File: config.mk
export PLATFORM = sky130hd
export DESIGN_NAME = motor_throttle_sequencer
export DESIGN_NICKNAME = d
export VERILOG_FILES = /design/src/rtl/motor_throttle_sequencer.sv
export SDC_FILE = /design/constraint.sdc
export NUM_CORES = 1
export LEC_CHECK = 0
export ABC_AREA = 1
export CELL_PAD_IN_SITES_DETAIL_PLACEMENT = 0
export CELL_PAD_IN_SITES_GLOBAL_PLACEMENT = 1
export CORE_AREA = 2 2 106 108
export CTS_CLUSTER_SIZE = 25
export DETAILED_ROUTE_END_ITERATION = 12
export DIE_AREA = 0 0 108 110
export PLACE_DENSITY = 0.89
export SLEW_MARGIN = 20
export SYNTH_ARGS = -nofsm -noshare
export SYNTH_HDL_FRONTEND = slang
export SYNTH_SLANG_ARGS = --single-unit
export TNS_END_PERCENT = 1
File: constraint.sdc
create_clock -name pwm_clock_i -period 5.2 [get_ports pwm_clock_i]
set_input_delay 1.04 -clock pwm_clock_i [delete_from_list [all_inputs] [get_ports pwm_clock_i]]
set_output_delay 1.04 -clock pwm_clock_i [all_outputs]
set_load 0.03 [all_outputs]
File: src/rtl/motor_throttle_sequencer.sv
// Rate-limited throttle level sequencer with brake override and motor gating.
// Optional command-loss watchdog and FAULT state enabled by THROTTLE_WATCHDOG_EN.
module motor_throttle_sequencer #(
    parameter int RAMP_DIV      = 5000,
    parameter int STEP          = 4,
    parameter int MAX_LEVEL     = 4095,
    parameter int TIMEOUT_TICKS = 25000000
) (
    input  logic        pwm_clock_i,
    input  logic        n_reset_i,
    input  logic        enable_i,
    input  logic        brake_i,
    input  logic [11:0] target_i,
    input  logic        target_valid_i,
    input  logic        fault_clear_i,
    output logic [11:0] level_o,
    output logic        motor_on_o,
    output logic        at_target_o,
    output logic        fault_o,
    output logic [2:0]  state_o
);
    // state | meaning
    // IDLE  | level 0, motor off, waiting for enable with nonzero target
    // RAMP  | stepping level toward latched target once per tick
    // HOLD  | level equals latched target
    // STOP  | enable dropped, stepping level toward 0
    // FAULT | command loss, motor off until cleared with enable low

    localparam int                TICK_W    = (RAMP_DIV > 1) ? $clog2(RAMP_DIV) : 1;
    localparam logic [TICK_W-1:0] TICK_LAST = TICK_W'(RAMP_DIV - 1);
    localparam logic [11:0]       MAX_LVL   = 12'(MAX_LEVEL);
    localparam logic [12:0]       STEP_13   = 13'(STEP);

    typedef enum logic [2:0] {
        S_IDLE  = 3'd0,
        S_RAMP  = 3'd1,
        S_HOLD  = 3'd2,
        S_STOP  = 3'd3,
        S_FAULT = 3'd4
    } state_t;

    state_t            state_q, state_d;
    logic [11:0]       level_q, level_d;
    logic [11:0]       tgt_q, tgt_d;
    logic              motor_on_q, motor_on_d;
    logic              at_target_q, at_target_d;
    logic              fault_q, fault_d;
    logic [TICK_W-1:0] tick_cnt_q, tick_cnt_d;
    logic              tick;
    logic              wdog_trip;
    logic [11:0]       tgt_in;
    logic [11:0]       stepped;

    // Signed 13-bit difference keeps the step from overshooting or wrapping.
    function automatic logic [11:0] step_toward(input logic [11:0] cur, input logic [11:0] goal);
        logic signed [12:0] diff;
        logic [12:0]        mag;
        logic [12:0]        amt;
        diff = $signed({1'b0, goal}) - $signed({1'b0, cur});
        mag  = diff[12] ? $unsigned(-diff) : $unsigned(diff);
        amt  = (mag < STEP_13) ? mag : STEP_13;
        step_toward = diff[12] ? (cur - amt[11:0]) : (cur + amt[11:0]);
    endfunction

    assign tgt_in  = (target_i > MAX_LVL) ? MAX_LVL : target_i;
    assign tick    = (tick_cnt_q == TICK_LAST);
    assign stepped = step_toward(level_q, (state_q == S_STOP) ? 12'd0 : tgt_q);

`ifdef THROTTLE_WATCHDOG_EN
    localparam int              WD_W    = $clog2(TIMEOUT_TICKS + 1);
    localparam logic [WD_W-1:0] WD_LAST = WD_W'(TIMEOUT_TICKS - 1);

    logic [WD_W-1:0] wdog_q, wdog_d;
    logic            active;

    assign active = (state_q == S_RAMP) || (state_q == S_HOLD) || (state_q == S_STOP);

    always_comb begin
        wdog_d    = '0;
        wdog_trip = 1'b0;
        if (active && !target_valid_i) begin
            wdog_d    = wdog_q + 1'b1;
            wdog_trip = (wdog_q >= WD_LAST);
        end
    end

    always_ff @(posedge pwm_clock_i) begin
        if (!n_reset_i) begin
            wdog_q <= '0;
        end else begin
            wdog_q <= wdog_d;
        end
    end
`else
    assign wdog_trip = 1'b0;
`endif

    always_comb begin
        tick_cnt_d  = tick ? '0 : tick_cnt_q + 1'b1;
        tgt_d       = tgt_q;
        state_d     = state_q;
        level_d     = level_q;
        motor_on_d  = motor_on_q;
        at_target_d = at_target_q;
        fault_d     = fault_q;

        if (target_valid_i && (state_q != S_FAULT)) begin
            tgt_d = tgt_in;
        end

        if (state_q == S_FAULT) begin
            if (fault_clear_i && !enable_i) begin
                state_d = S_IDLE;
                fault_d = 1'b0;
            end
        end else if (brake_i) begin
            state_d     = S_IDLE;
            level_d     = 12'd0;
            motor_on_d  = 1'b0;
            at_target_d = 1'b0;
        end else if (wdog_trip) begin
            state_d     = S_FAULT;
            level_d     = 12'd0;
            motor_on_d  = 1'b0;
            at_target_d = 1'b0;
            fault_d     = 1'b1;
        end else begin
            case (state_q)
                S_IDLE: begin
                    level_d    = 12'd0;
                    motor_on_d = 1'b0;
                    if (enable_i && (tgt_q != 12'd0)) begin
                        state_d    = S_RAMP;
                        motor_on_d = 1'b1;
                    end
                end
                S_RAMP: begin
                    if (!enable_i) begin
                        state_d = S_STOP;
                    end else if (tick) begin
                        level_d = stepped;
                        if (stepped == tgt_q) begin
                            if (tgt_q != 12'd0) begin
                                state_d     = S_HOLD;
                                at_target_d = 1'b1;
                            end else begin
                                state_d    = S_IDLE;
                                motor_on_d = 1'b0;
                            end
                        end
                    end
                end
                S_HOLD: begin
                    if (!enable_i) begin
                        state_d     = S_STOP;
                        at_target_d = 1'b0;
                    end else if (tgt_q != level_q) begin
                        state_d     = S_RAMP;
                        at_target_d = 1'b0;
                    end
                end
                S_STOP: begin
                    if (enable_i) begin
                        state_d = S_RAMP;
                    end else if (tick) begin
                        level_d = stepped;
                        if (stepped == 12'd0) begin
                            state_d    = S_IDLE;
                            motor_on_d = 1'b0;
                        end
                    end
                end
                default: begin
                    state_d     = S_IDLE;
                    level_d     = 12'd0;
                    motor_on_d  = 1'b0;
                    at_target_d = 1'b0;
                end
            endcase
        end
    end

    always_ff @(posedge pwm_clock_i) begin
        if (!n_reset_i) begin
            state_q     <= S_IDLE;
            level_q     <= 12'd0;
            tgt_q       <= 12'd0;
            motor_on_q  <= 1'b0;
            at_target_q <= 1'b0;
            fault_q     <= 1'b0;
            tick_cnt_q  <= '0;
        end else begin
            state_q     <= state_d;
            level_q     <= level_d;
            tgt_q       <= tgt_d;
            motor_on_q  <= motor_on_d;
            at_target_q <= at_target_d;
            fault_q     <= fault_d;
            tick_cnt_q  <= tick_cnt_d;
        end
    end

    assign level_o     = level_q;
    assign motor_on_o  = motor_on_q;
    assign at_target_o = at_target_q;
    assign fault_o     = fault_q;
    assign state_o     = state_q;

endmodule

Yosys cells after proc, flatten, opt, wreduce, memory -nomap -nowiden
Index checks and enable logic that the tools add are counted.
Storage, ports and cells
  register bits: 42
  logic and storage cells: 96
Operators by class
  mux-type cells: 42
  reduce and logical (&&, ||, !) cells: 13
  eq/ne operators: 26
  bitwise operators: 2
  $lt $le $gt $ge: 2
  add/subtract/negate cells: 5
Operators by type and width (number)
  $mux W12: 8
  $mux W3: 12
  $pmux W12 S3: 1
  $ne A3 B3 Y1 const B: 8
  $mux W1: 16
  $ne A5 B5 Y1 const B: 3
  $reduce_and A7 Y1: 2
  $add A13 B1 Y13 const B: 1
  $eq A13 B13 Y1 const B: 1
  $lt A13 B3 Y1 const B: 1
  $mux W13: 1
  $neg A13 Y13: 1
  $sub A12 B12 Y13: 1
  $add A12 B12 Y12: 1
  $eq A12 B12 Y1: 1
  $gt A12 B12 Y1 const B: 1
  $logic_not A12 Y1: 1
  $ne A12 B12 Y1: 1
  $pmux W3 S4: 1
  $reduce_bool A12 Y1: 1
  $sub A12 B12 Y12: 1
  $reduce_and A9 Y1: 1
  $ne A4 B4 Y1 const B: 2
  $eq A3 B2 Y1 const B: 2
  other kinds (16): 21

Logic depth before layout (Yosys ltp)
  depth in word-level cells: 16
  gate-level depth with buffers: 47
  mapped depth without buffers: 46

Least setup slack after synthesis
No wires, ideal clock.
  path kind: reg2reg
  start point: register state_q[1], in the netlist state_o[1]
  end point: register state_q[0], in the netlist state_o[0]
  data required time: 5.084 ns
  slack: -0.459 ns
  cell stages (with the launch flop): 40
  period minus slack after synthesis: 5.659 ns
  data arrival time: 5.543 ns
  buffers on the path: 2
  path through: dfxtp_1 > ha_1 > clkbuf_1 > nor2_1 > ha_1 > nand2_1 > inv_1 > a21oi_2 > nand2_2 > nand2_2 > nand2_4 > inv_6 > buf_12 > nand3_2 > a21oi_2 > nand3_2 > a21oi_4 > nand2_1 > [... 4 more ...] > xor2_1 > ha_1 > nand3b_1 > nand2_1 > a21oi_1 > o21ai_0 > a21oi_1 > o21bai_1 > xor2_1 > inv_1 > nand2_4 > nand2_2 > nand2_1 > nand3_1 > nand2_1 > inv_2 > a21oi_1 > nor2_1
Between the ends
  cells in the longest elaborated chain, start to end: 12
  elaborated cells on any way between the ends: 27
  those cells by class: 4 x add/sub; 1 x order compare; 12 x eq/ne; 7 x mux; 3 x reduce/logical
Ends and longest elaborated chain
  start, declared: RTL line 42  | state_t state_q, state_d;
  start signal, assigned: RTL line 193  | state_q <= state_d;
  $eq A3 B2 Y1: RTL line 67, 128
  $mux W12: RTL line 67  | assign stepped = step_toward(level_q, (state_q == S_STOP) ? 12'd0 : tgt_q);
  $sub A12 B12 Y13: RTL line 59  | diff = $signed({1'b0, goal}) - $signed({1'b0, cur});
  $neg A13 Y13: RTL line 60  | mag = diff[12] ? $unsigned(-diff) : $unsigned(diff);
  $mux W13: RTL line 60
  $lt A13 B3 Y1: RTL line 61  | amt = (mag < STEP_13) ? mag : STEP_13;
  $mux W12: RTL line 61
  $add A12 B12 Y12 / $sub A12 B12 Y12 (equally long branches): RTL line 62  | step_toward = diff[12] ? (cur - amt[11:0]) : (cur + amt[11:0]);
  $mux W12: RTL line 62
  $eq A12 B12 Y1 / $logic_not A12 Y1 (equally long branches): RTL line 142, 167
  $ne A5 B5 Y1 (no line) / $ne A5 B3 Y1 (equally long branches)
  $reduce_and A7 Y1 (no line)
Parallel ways exist; a longest one is shown, timed or not.
A chain may end at the register's enable or synchronous reset.

Worst setup path after layout
Ends and elaborated chain as after synthesis.

==> results.tsv <==
stage	metric	value	unit
setup_path	rrSetupSlack	-0.41	ns
logic_synthesis	syn_area	0.00401	mm^2
sta	slew_headroom	0.601	
clock_tree	clk_latency	0.31	ns
setup_path	reg2reg_from	state_o[1]	
cells_and_area	layout_common_cells	143 x nand2_1, 113 x buf_4, 87 x inv_1	
sta	clock-skew-final	0.00666	ns
grt	antenna_found_initial	0	
grt	grt.overflow.total	0	
worst_hold_path	worstHoldEndpoint	tick_cnt_q[0]	
placement	numPortBuffers	32	
sta	period_share	1.08	
floorplan	dieWidth	108	um
grt	grt_pass1_wl	19.8	mm
floorplan	core_area	0.0107	mm^2
clock_tree	clockBufferDepth	2	
power_and_ir_drop	power_density	260	mW/mm^2
routing	viasPerCell	4.93	
sta	fmax	0.178	GHz
sta	rsz0062_at_grt	yes	
logic_synthesis	synth_ff_type	dfxtp_1	
clock_tree	cts_buffers	5	
setup_path	ff2ff_path_depth	38	
clock_tree	ctsHtreeMaxLevel	2	
outcome	violations	negative setup slack	
routing	wl_per_cell	13.1	um
grt	grt_max_degree	25	
floorplan	initial_core_util	0.375	
routing	vias	4488	
logic_synthesis	yosys_warnings	0	
setup_path	crit_path_start_kind	register	
floorplan	rows	38	
floorplan	die_area	0.0119	mm^2
setup_path	cp-end-kind	register	
flow_run	drv_cap	0	
grt	grt_util_all_layers	0.206	
power_and_ir_drop	vdd_drop_max	203	uV
power_and_ir_drop	finalPower	1.49	mW
worst_hold_path	hold_start	tick_cnt_q[0]	
logic_synthesis	synth_cell_types	50	
outcome	status	finished with violations	
placement	place.gp.congestion	0.876	
clock_tree	cts_tree	built	
logic_synthesis	synth_area_per_cell	6.41	um^2
sta	period_needed	5.61	ns
setup_path	reg2reg_to	state_o[0]	
worst_hold_path	hold_path.class	register to register	
setup_path	critPathMaxFanout	4	
routing	drt-initial-drc-count	229	
setup_path	crit_required	5.41	ns
setup_path	arrival	5.82	ns
sta	slew_viol_final	0	
sta	worst_pin_slew	0.597	ns
sta	setup_viol	6	
cells_and_area	final_cells	910	
logic_synthesis	synth.yosys.seq_area_share	0.205	
clock_tree	clk_pin_slew	0.09	ns
floorplan	dieHeight	110	um
setup_path	slowest_delay	0.56	ns
grt	grt_pass1_vias	4367	
routing	drc	0	
placement	post-dp-hpwl	9.62	mm
clock_tree	cts-root-buf	clkbuf_8	
cells_and_area	drive_gt1_frac	0.283	
worst_hold_path	min_path_cells	1	
setup_path	worst-setup-path-type	register to register	
clock_tree	cts_sinks	41	
routing	firstDrtPassIters	5	
placement	dp.cells	894	
cells_and_area	num_antenna_cells	0	
cells_and_area	area_delta_synth_final	42.4	%
setup_path	cp_slowest_cell	fa_2	
logic_synthesis	async_reset_ff_frac	0	
cells_and_area	final_common_cell	nand2_1	
logic_synthesis	synth-edff-count	0	
sta	timing_hold_violations_final	0	
routing	drtAntennaViolNets	0	
sta	fin_ws	-0.407	ns
logic_synthesis	synthCells	625	
cells_and_area	n_fill_cell	1066	
floorplan	io_pins	36	
power_and_ir_drop	power.leakage	2.68	nW
cells_and_area	nets	819	
routing	routed_wl	11.9	mm
logic_synthesis	ys_ff_latch	41	
clock_tree	cts_hold_buf	0	
power by group:
| part | total, mW | internal [mW] | leakage (nW) | switching [mW] |
|---|---|---|---|---|
| combinational | 0.837 | 0.366 | 2.28 | 0.471 |
| sequential | 0.342 | 0.331 | 0.336 | 0.0104 |
| clock | 0.307 | 0.174 | 0.0669 | 0.133 |
metrics by stage:
stage	utilization	cell area, um^2	hold WS [ns]	setup slack, ns	TNS (ns)
floorplan	-	4070	0.418	-0.100	-0.294
global placement	0.495	5290	0.432	-0.523	-2.18
finish	0.533	5710	0.456	-0.407	-1.66
CTS	0.519	5560	0.462	-0.428	-1.69
detailed placement	0.495	5290	0.443	-0.605	-2.69
global route	0.533	5710	0.480	-0.784	-3.78
critical path: cells and delay by family, from the launching register on:
kind	cells	cell delay [ns]
and+or+nand+nor	21	2.02
AOI/OAI and AO/OA	4	0.74
xor gates and xnor gates	3	0.50
DFF	1	0.36
buffers and inverters	4	0.30
adders and majority gates	6	1.57
cell type report:
class,count,area [um^2],area share
repair buffers,148,1210,0.211
multi-input cells,477,3000,0.525
well taps,140,175,0.0307
flip-flops and latches,41,828,0.145
clock inverters,2,38.8,0.00680
clock buffers,6,93.8,0.0164
inverters,96,368,0.0645
cell usage after synthesis (3+ instances only):
| master | instances | area share |
|---|---|---|
| nand2_1 | 150 | 0.14 |
| inv_1 | 88 | 0.082 |
| nor2_1 | 56 | 0.052 |
| a21oi_1 | 48 | 0.060 |
| nand3_1 | 43 | 0.054 |
| dfxtp_1 | 41 | 0.20 |
| ha_1 | 30 | 0.094 |
| o21ai_0 | 28 | 0.035 |
| xor2_1 | 15 | 0.033 |
| nand2_2 | 12 | 0.019 |
| nor3_1 | 10 | 0.012 |
| nand3_2 | 9 | 0.022 |
| xnor2_1 | 9 | 0.020 |
| nand4_1 | 8 | 0.012 |
| o22ai_1 | 7 | 0.011 |
| clkbuf_1 | 6 | 0.0056 |
| inv_2 | 5 | 0.0047 |
| nor4_1 | 5 | 0.0078 |
| nand2_4 | 4 | 0.011 |
| nand3b_1 | 4 | 0.0075 |
| or2_2 | 4 | 0.0062 |
| nor3b_1 | 3 | 0.0056 |
routing by layer:
metal / global-route usage / share of wire / vias up
li1: - / - / 2306
met3: 0.0188 / 0.034 / 18
met1: 0.248 / 0.44 / 2040
met2: 0.391 / 0.51 / 124
met5: 0 / 0 / -
met4: 0.0586 / 0.015 / 0
worst max-delay path by stage:
stage	to	slack [ns]	cells past startpoint	startpoint
3_5_place_dp	state_o[0]	-0.60	37	state_o[1]
6_report	state_o[0]	-0.41	38	state_o[1]
2_1_floorplan	state_o[1]	-0.10	38	state_o[1]
5_1_grt	state_o[0]	-0.78	40	state_o[0]
4_1_cts	state_o[0]	-0.43	37	state_o[0]
3_3_place_gp	state_o[1]	-0.52	40	state_o[1]
state kept, by name, summed over array words and instances (netlist names):
name         flops
at_target_o      1
level_o         12
tgt_q           12
tick_cnt_q      13
state_o          2
motor_on_o       1
cells by family after synthesis:
| kind of cell | after synthesis | synth area share |
|---|---|---|
| AOI/OAI and AO/OA | 100 | 0.141 |
| xor gates and xnor gates | 28 | 0.0703 |
| adders and majority gates | 32 | 0.104 |
| buffers and inverters | 108 | 0.111 |
| DFF | 41 | 0.205 |
| other | 1 | 0.000936 |
| and+or+nand+nor | 315 | 0.369 |
timing repair:
action	4_1_cts	5_1_grt
cloned	0	0
gates resized for setup	23	28
pin swaps	23	16
setup buffers	6	2
setup endpoints to repair	7	9
Power figures use the tool's default switching activity.
